File: config.mk
export PLATFORM = sky130hd
export DESIGN_NAME = pc_fetch
export DESIGN_NICKNAME = d
export VERILOG_FILES = /design/src/rtl/riscv_pkg.sv /design/src/rtl/pc_next.sv /design/src/rtl/pc_fetch.sv
export SDC_FILE = /design/constraint.sdc
export NUM_CORES = 1
export LEC_CHECK = 0
export CELL_PAD_IN_SITES_DETAIL_PLACEMENT = 1
export CELL_PAD_IN_SITES_GLOBAL_PLACEMENT = 1
export CORE_UTILIZATION = 33
export CTS_CLUSTER_DIAMETER = 40
export DETAILED_ROUTE_END_ITERATION = 6
export GPL_TIMING_DRIVEN = 0
export PLACE_DENSITY = 0.8
export SYNTH_ARGS = -nofsm -noshare
export SYNTH_HDL_FRONTEND = slang
export SYNTH_SLANG_ARGS = --single-unit
File: constraint.sdc
create_clock -name clk -period 2.6 [get_ports clk]
set_input_delay 0.52 -clock clk [delete_from_list [all_inputs] [get_ports clk]]
set_output_delay 0.52 -clock clk [all_outputs]
set_load 0.01 [all_outputs]
File: src/rtl/riscv_pkg.sv
// ----------------------------------------------------------------------------
// riscv_pkg
// Shared definitions for the instruction-fetch front end.
//   fetch_state_t    : fetch FSM states (BOOT, RUN, HALT)
//   INSTR_BYTES      : size of one instruction in bytes (sequential PC step)
//   DEFAULT_RESET_PC : PC value loaded on reset unless overridden
// ----------------------------------------------------------------------------
package riscv_pkg;

   typedef enum logic [1:0] {
      BOOT = 2'd0,
      RUN  = 2'd1,
      HALT = 2'd2
   } fetch_state_t;

   localparam int          INSTR_BYTES      = 4;
   localparam logic [31:0] DEFAULT_RESET_PC = 32'h0000_0000;

endpackage : riscv_pkg

File: src/rtl/pc_next.sv
// ----------------------------------------------------------------------------
// pc_next
// Combinational next-PC selection for the fetch unit.
// Ports:
//   pc        in  DATA_WIDTH  current PC
//   imm       in  DATA_WIDTH  sign-extended branch offset (bytes)
//   pc_src    in  1           branch taken
//   next_pc   out DATA_WIDTH  pc+imm when pc_src, else pc+4
//   pc_plus4  out DATA_WIDTH  pc+4, always
//   misalign  out 1           taken branch whose target is not word aligned
// ----------------------------------------------------------------------------
module pc_next
   import riscv_pkg::*;
#(
   parameter int DATA_WIDTH = 32
) (
   input  logic [DATA_WIDTH-1:0] pc,
   input  logic [DATA_WIDTH-1:0] imm,
   input  logic                  pc_src,
   output logic [DATA_WIDTH-1:0] next_pc,
   output logic [DATA_WIDTH-1:0] pc_plus4,
   output logic                  misalign
);

   logic [DATA_WIDTH-1:0] branch_target;

   // Both adds wrap naturally at 2^DATA_WIDTH.
   assign pc_plus4      = pc + DATA_WIDTH'(INSTR_BYTES);
   assign branch_target = pc + imm;
   assign next_pc       = pc_src ? branch_target : pc_plus4;

   // Only a taken branch can produce a misaligned target; pc+4 from an
   // aligned PC is always aligned.
   assign misalign = pc_src && (branch_target[1:0] != 2'b00);

endmodule : pc_next

File: src/rtl/pc_fetch.sv
// ----------------------------------------------------------------------------
// pc_fetch
// Program counter and fetch-control FSM (BOOT -> RUN -> HALT).
// Ports:
//   clk           in  1           rising-edge clock
//   rst           in  1           asynchronous active-high reset
//   en            in  1           advance enable (low = stall)
//   halt_req      in  1           request to stop fetching
//   PCsrc         in  1           branch-taken select
//   ImmOp         in  DATA_WIDTH  sign-extended branch offset (bytes)
//   A             out DATA_WIDTH  current PC / instruction-memory address
//   PCplus4       out DATA_WIDTH  A+4 (combinational)
//   fetch_valid   out 1           A addresses an instruction to execute
//   halted        out 1           FSM is in HALT
//   misalign_err  out 1           sticky misaligned-branch flag
//   instr_count   out 32          instructions retired
// ----------------------------------------------------------------------------
module pc_fetch
   import riscv_pkg::*;
#(
   parameter int                    DATA_WIDTH = 32,
   parameter logic [DATA_WIDTH-1:0] RESET_PC   = DATA_WIDTH'(DEFAULT_RESET_PC)
) (
   input  logic                  clk,
   input  logic                  rst,
   input  logic                  en,
   input  logic                  halt_req,
   input  logic                  PCsrc,
   input  logic [DATA_WIDTH-1:0] ImmOp,
   output logic [DATA_WIDTH-1:0] A,
   output logic [DATA_WIDTH-1:0] PCplus4,
   output logic                  fetch_valid,
   output logic                  halted,
   output logic                  misalign_err,
   output logic [31:0]           instr_count
);

   fetch_state_t          state_reg, state_next;
   logic [DATA_WIDTH-1:0] pc_reg, pc_next_val;
   logic [31:0]           count_reg, count_next;
   logic                  err_reg, err_next;

   logic [DATA_WIDTH-1:0] target_pc;
   logic                  target_misalign;

   pc_next #(
      .DATA_WIDTH (DATA_WIDTH)
   ) u_pc_next (
      .pc       (pc_reg),
      .imm      (ImmOp),
      .pc_src   (PCsrc),
      .next_pc  (target_pc),
      .pc_plus4 (PCplus4),
      .misalign (target_misalign)
   );

   // State register: all architectural state lives here.
   always_ff @(posedge clk or posedge rst) begin
      if (rst) begin
         state_reg <= BOOT;
         pc_reg    <= RESET_PC;
         count_reg <= 32'd0;
         err_reg   <= 1'b0;
      end else begin
         state_reg <= state_next;
         pc_reg    <= pc_next_val;
         count_reg <= count_next;
         err_reg   <= err_next;
      end
   end

   // Next-state and outputs. Default is "hold everything".
   always_comb begin
      state_next  = state_reg;
      pc_next_val = pc_reg;
      count_next  = count_reg;
      err_next    = err_reg;
      fetch_valid = 1'b0;
      halted      = 1'b0;

      unique case (state_reg)
         BOOT: begin
            // First edge after reset only arms the FSM; PC is not advanced.
            state_next = halt_req ? HALT : RUN;
         end
         RUN: begin
            fetch_valid = en;
            if (halt_req) begin
               // halt_req wins over any branch or misalignment this cycle.
               state_next = HALT;
            end else if (en) begin
               if (target_misalign) begin
                  err_next   = 1'b1;
                  state_next = HALT;
               end else begin
                  pc_next_val = target_pc;
                  count_next  = count_reg + 32'd1;
               end
            end
         end
         HALT: begin
            halted = 1'b1;
         end
         default: begin
            state_next = BOOT;
         end
      endcase
   end

   assign A            = pc_reg;
   assign instr_count  = count_reg;
   assign misalign_err = err_reg;

endmodule : pc_fetch

# After elaboration in Yosys (flattened, before gate mapping)
# Cells that the tools add are included.
# totals
rom_bits	0
ff_bits	67
word_cells	28
ram_bits	0
mem_count	0
output_inout_bits	99
latchBits	0
# op_classes
shifts	0
n_mul	0
order_cmp	0
reduce_logical	6
mux	8
addsub	3
bitwise	3
div	0
n_eq_ne	4
# op_table
op	count
$add A32 B1 Y32 const B	1
$add A32 B3 Y32 const B	1
$add A32 B32 Y32	1
$mux W32	1
$mux W2	4
$reduce_and A4 Y1	2
$ne A3 B3 Y1 const B	2
$pmux W2 S3	1
$not A1 Y1	3
$reduce_and A3 Y1	1
$eq A2 B1 Y1 const B	1
$eq A2 B2 Y1 const B	1
$logic_not A2 Y1	1
$mux W1	2
$reduce_bool A2 Y1	1
$logic_and A1 B1 Y1	1

# Depth between registers and ports, before layout
# depth
ltp_word	7
mapped_depth	12
ltp_nobuf	12

# Modules after synthesis
# Synthesis repeated with hierarchy kept, for this count alone.
# hier_totals
cells_unflattened	655
hier_area_um2	5352.6
# by_module_without_submodules
mod	area_each_um2	cells_each	instances
pc_fetch	2770.2	274	1
pc_next	2582.5	381	1

# Worst setup path after synthesis
# OpenSTA, ideal clock, no wires.
# synth_timing
path_type	in2reg
start	in ImmOp[0]
end	reg count_reg[25] (netlist: instr_count[25])
t_required_ps	2521
path_slack_ps	-309
stages	11
arrival_time_ps	2829
n_path_buf	1
path_cell_list	ha_1 -> inv_1 -> fa_1 -> nand2b_1 -> a2111oi_0 -> buf_2 -> and3_1 -> and3_1 -> nand2_1 -> nor3_1 -> xor2_1
# synth_via
elab_chain_len	5
# synth_rtl
item	line	text
start, declared	pc_fetch.sv:29	input logic [DATA_WIDTH-1:0] ImmOp,
$add A32 B32 Y32	pc_next.sv:29	assign branch_target = pc + imm;
$reduce_bool A2 Y1	pc_next.sv:34	assign misalign = pc_src && (branch_target[1:0] != 2'b00);
$logic_and A1 B1 Y1	pc_next.sv:34	
$not A1 Y1 (no source line)	n/a	
$reduce_and A4 Y1 (no source line)	n/a	
end signal, assigned	pc_fetch.sv:67	count_reg <= count_next;
end, declared	pc_fetch.sv:40	logic [31:0] count_reg, count_next;
# No other way between the ends.
# A chain may end at the register's enable or synchronous reset.

# Worst setup path after layout
# layout_timing
start	in ImmOp[1]
end	reg pc_reg[3] (netlist: A[3])
# layout_via
elab_chain_len	5
# layout_rtl
item	line	text
$add A32 B32 Y32 (*)	pc_next.sv:29	
$reduce_bool A2 Y1	pc_next.sv:34	
$logic_and A1 B1 Y1	pc_next.sv:34	
$not A1 Y1 (no source line)	n/a	
$reduce_and A4 Y1 (no source line)	n/a	
end signal, assigned	pc_fetch.sv:66	pc_reg <= pc_next_val;
end, declared	pc_fetch.sv:39	logic [DATA_WIDTH-1:0] pc_reg, pc_next_val;
# Mark *: on every way between the ends. The rest lies on a longest branch, timed or not.

==> metrics.md <==
| Metric | Value |
|---|---|
| Endpoints failing hold | 0 |
| IR drop worst, VDD | 0.000392 V |
| Net count, final | 985 |
| Synth warn | 0 |
| Setup CP Type | input port to flop |
| Min-Delay Path Depth | 1 |
| Die width | 130 um |
| Final min period | about 3.2 ns |
| Crit path launch type | input port |
| Vias per cell | 6.53 |
| R2r setup slk | -0.60 ns |
| Overflow after GRT | 0 |
| Fillers | 1741 |
| Multi-input gate area | 4890 um^2 |
| Antenna Nets Post-Route | 0 |
| Number of synthesized flops with an enable pin | 0 |
| Synthesized instance count | 653 |
| Via count | ~7400 |
| PD cells | 436 nW/um^2 |
| Rel. slew slack | a little under a quarter |
| Crit path from | ImmOp[1] |
| Initial antenna violation count | 5 |
| Post-route worst setup slack | -0.602 ns |
| CTS Root Cell | clkbuf_16 |
| WL final | 35300 um |
| Clock Skew | ~0.0071 ns |
| Unrepaired setup endpoints after global routing | yes |
| Leakage | about 4.4 nW |
| Met3 usage | 5.33% |
| CTS sink cnt | 67 |
| Top Usage Layer GRT | met2 |
| Slowest CP cell | o21ai_0 |
| Total GRT Usage | 30.2% |
| Maxcap violations | 0 |
| Outcome | finished, violations left |
| Period utilisation layout | 123% |
| CP required | 2.75 ns |
| Final setup viols | 78 |
| Clock slew at reported path FFs | 0.07 ns |
| Top_reg_cell synth | dfrtp_1 |
| Clk buf depth | 2 |
| H-tree levels | 3 |
| WP data arrival | 3.35 ns |
| Pre-antenna DRT Iters | 7 |
| Async SR Flop Fraction | 100% |
| Row Count | 46 |
| Area grow syn2layout | 80.8% |
| Hold_ws | 0.486 ns |
| First-pass GRT wire length | about 38000 um |
| Mapped Nets | 724 |
| Worst hold path class | flop to flop |
| DP HPWL | 15000 um |
| DIE AREA | 16800 um^2 |
| Reg-to-Reg End | A[3] |
| Post-synth top area share | 31.2% |
| Crit path capture type | flop |
| Layout cells sized above 1 | 41.6% |
| Met1 GRT Util | around a third |
| Initial Util | 33.8% |
| Mapped cell area | approximately 5400 um^2 |
| Dominant cell type by area after synthesis | dfrtp_1 |
| Pre-CTS setup slack | -1.09 ns |
| CTS buffer count | 9 |
| Sequential cell area | 1700 um^2 |
| Reg-to-reg startpoint | A[0] |
| CP max stage delay | approximately 1 ns |
| Core area | 15900 um^2 |
| Vias in the first global route | 6888 |
| Worst hold path startpoint | misalign_err |
| Setup TNS | -18.49 ns |
| Leading cell type in the layout, fill and taps excluded | buf_4 |
| Largest net degree at the start of global routing | 68 |
| Remaining routing DRC violations | 0 |
| Register area share after synthesis | 31.2% |
| CTS tree | yes |
| Met2 Use GR | 53.0% |
| Worst Hold End | misalign_err |
| Seq cells post-synth | 67 |
| Iter 0 DRT Violations | ~850 |
| Least-Margin Pin Slew | 1.13 ns |
| Max Transition Viols Final | 0 |
| Port bufs | around 130 |
| Largest cells by area after synthesis | dfrtp_1, xnor2_1, ha_1 |
| Cell variety after synth | 61 |
| R2R depth | 8 |
| Die Y | 130 um |
| Later-pin clock latency in the skew report | 0.37 ns |
| Routability cong. | 0.958 |
| Failing checks | setup timing |
| Fmax | 312 MHz |
| Io pins | 136 |
| WL/cell | 31.1 um |
| Max FO, Critical Path | 10 |
| Syn_area_per_cell | just over 8 um^2 |
| Most frequent cells in the layout | buf_4, clkdlybuf4s50_1, nand2_1 |
| CP cell instances | clkdlybuf4s15_1 -> inv_1 -> fa_2 -> nand2b_4 -> nand2_1 -> nand4_1 -> clkbuf_1 -> o21ai_0 |
## metrics by stage
stage	area (um^2)	cells	utilization (%)	power (mW)
finish	9710	1136	61.1	4.23
global route	9710	1135	61.1	4.30
CTS	8710	1081	54.8	3.73
detailed placement	7140	1003	44.9	2.23
global placement	7130	1003	44.9	2.19
floorplan	5520	653	-	1.78
## logic make-up (layout without fill, tap and decap cells)
kind of cell               count (synthesis)  after routing  synth area share (%)
xor gates and xnor gates                  82             82                  13.4
DFF                                       67             67                  31.2
AOI/OAI and AO/OA                        175            175                  20.8
and+or+nand+nor                          241            241                  21.8
buffers and inverters                     49            315                  3.84
adders and majority gates                 34             34                  8.06
other                                      0              1                     0
muxes                                      5              5                 0.932
## cell usage after synthesis (3+ instances only)
cell and n:
or2_2 3, or3_1 4, dfrtp_1 67, and4_1 4, buf_4 3, a22oi_1 3, xor2_1 31, nand3_1 31
a21o_1 19, o21ai_1 3, nor4_1 4, mux2i_1 5, o21ai_0 49, inv_1 20, buf_2 9, nor2_1 56
nor2b_1 5, a21oi_1 41, a32oi_1 3, and3_1 19, o21a_1 5, o211ai_1 6, a2111oi_0 3, o21bai_1 6
clkbuf_1 16, nand4_1 15, a211oi_1 3, nor3_1 13, a31oi_1 7, ha_1 33, nand2_1 72, nand2b_1 4
xnor2_1 51
## worst max-delay path by stage
| stage | end | slack [ns] |
|---|---|---|
| after floorplan | A[30] | -0.02 |
| after global placement | A[25] | -1.05 |
| after detailed placement | A[25] | -1.09 |
| after CTS | PCplus4[23] | -0.31 |
| after global routing | A[3] | -0.73 |
| final | A[3] | -0.60 |
## metal layers
layer | wire length, um | up-vias | part of all wire, %
met1 | 12600 | 3662 | 36
met3 | 3230 | 270 | 9.1
li1 | - | 2874 | -
met4 | 2740 | 8 | 7.8
met5 | 50 | - | 0.14
met2 | 16700 | 607 | 47
## power breakdown
part	internal [mW]	switching [mW]	leakage, nW
Combinational	0.713	0.877	3.40
Clock	0.763	0.646	0.148
Sequential	1.10	0.136	0.873
## critical path, delay by kind of cell
| kind | cells | cell delay (ns) |
|---|---|---|
| adders and majority gates | 1 | 0.59 |
| AOI/OAI and AO/OA | 1 | 0.99 |
| buffers and inverters | 3 | 0.82 |
| and+or+nand+nor | 3 | 0.44 |
## layout make-up
cell class                      count  area share, %
Buffer                             23           1.87
Sequential cell                    67           17.5
Clock inverter                      7          0.838
Timing Repair Buffer              256           23.5
Clock buffer                        9           2.32
Multi-Input combinational cell    537           50.3
Antenna cell                        1         0.0258
Inverter                           20          0.850
Tap cell                          216           2.78
## repair_timing
item	4_1_cts	5_1_grt
hold buffers	0	0
resized for setup	280	167
pin swaps	86	73
endpoints found under the setup margin	88	75
buffers inserted	65	64
cloned	0	0
Power figures use the tool's default switching activity.
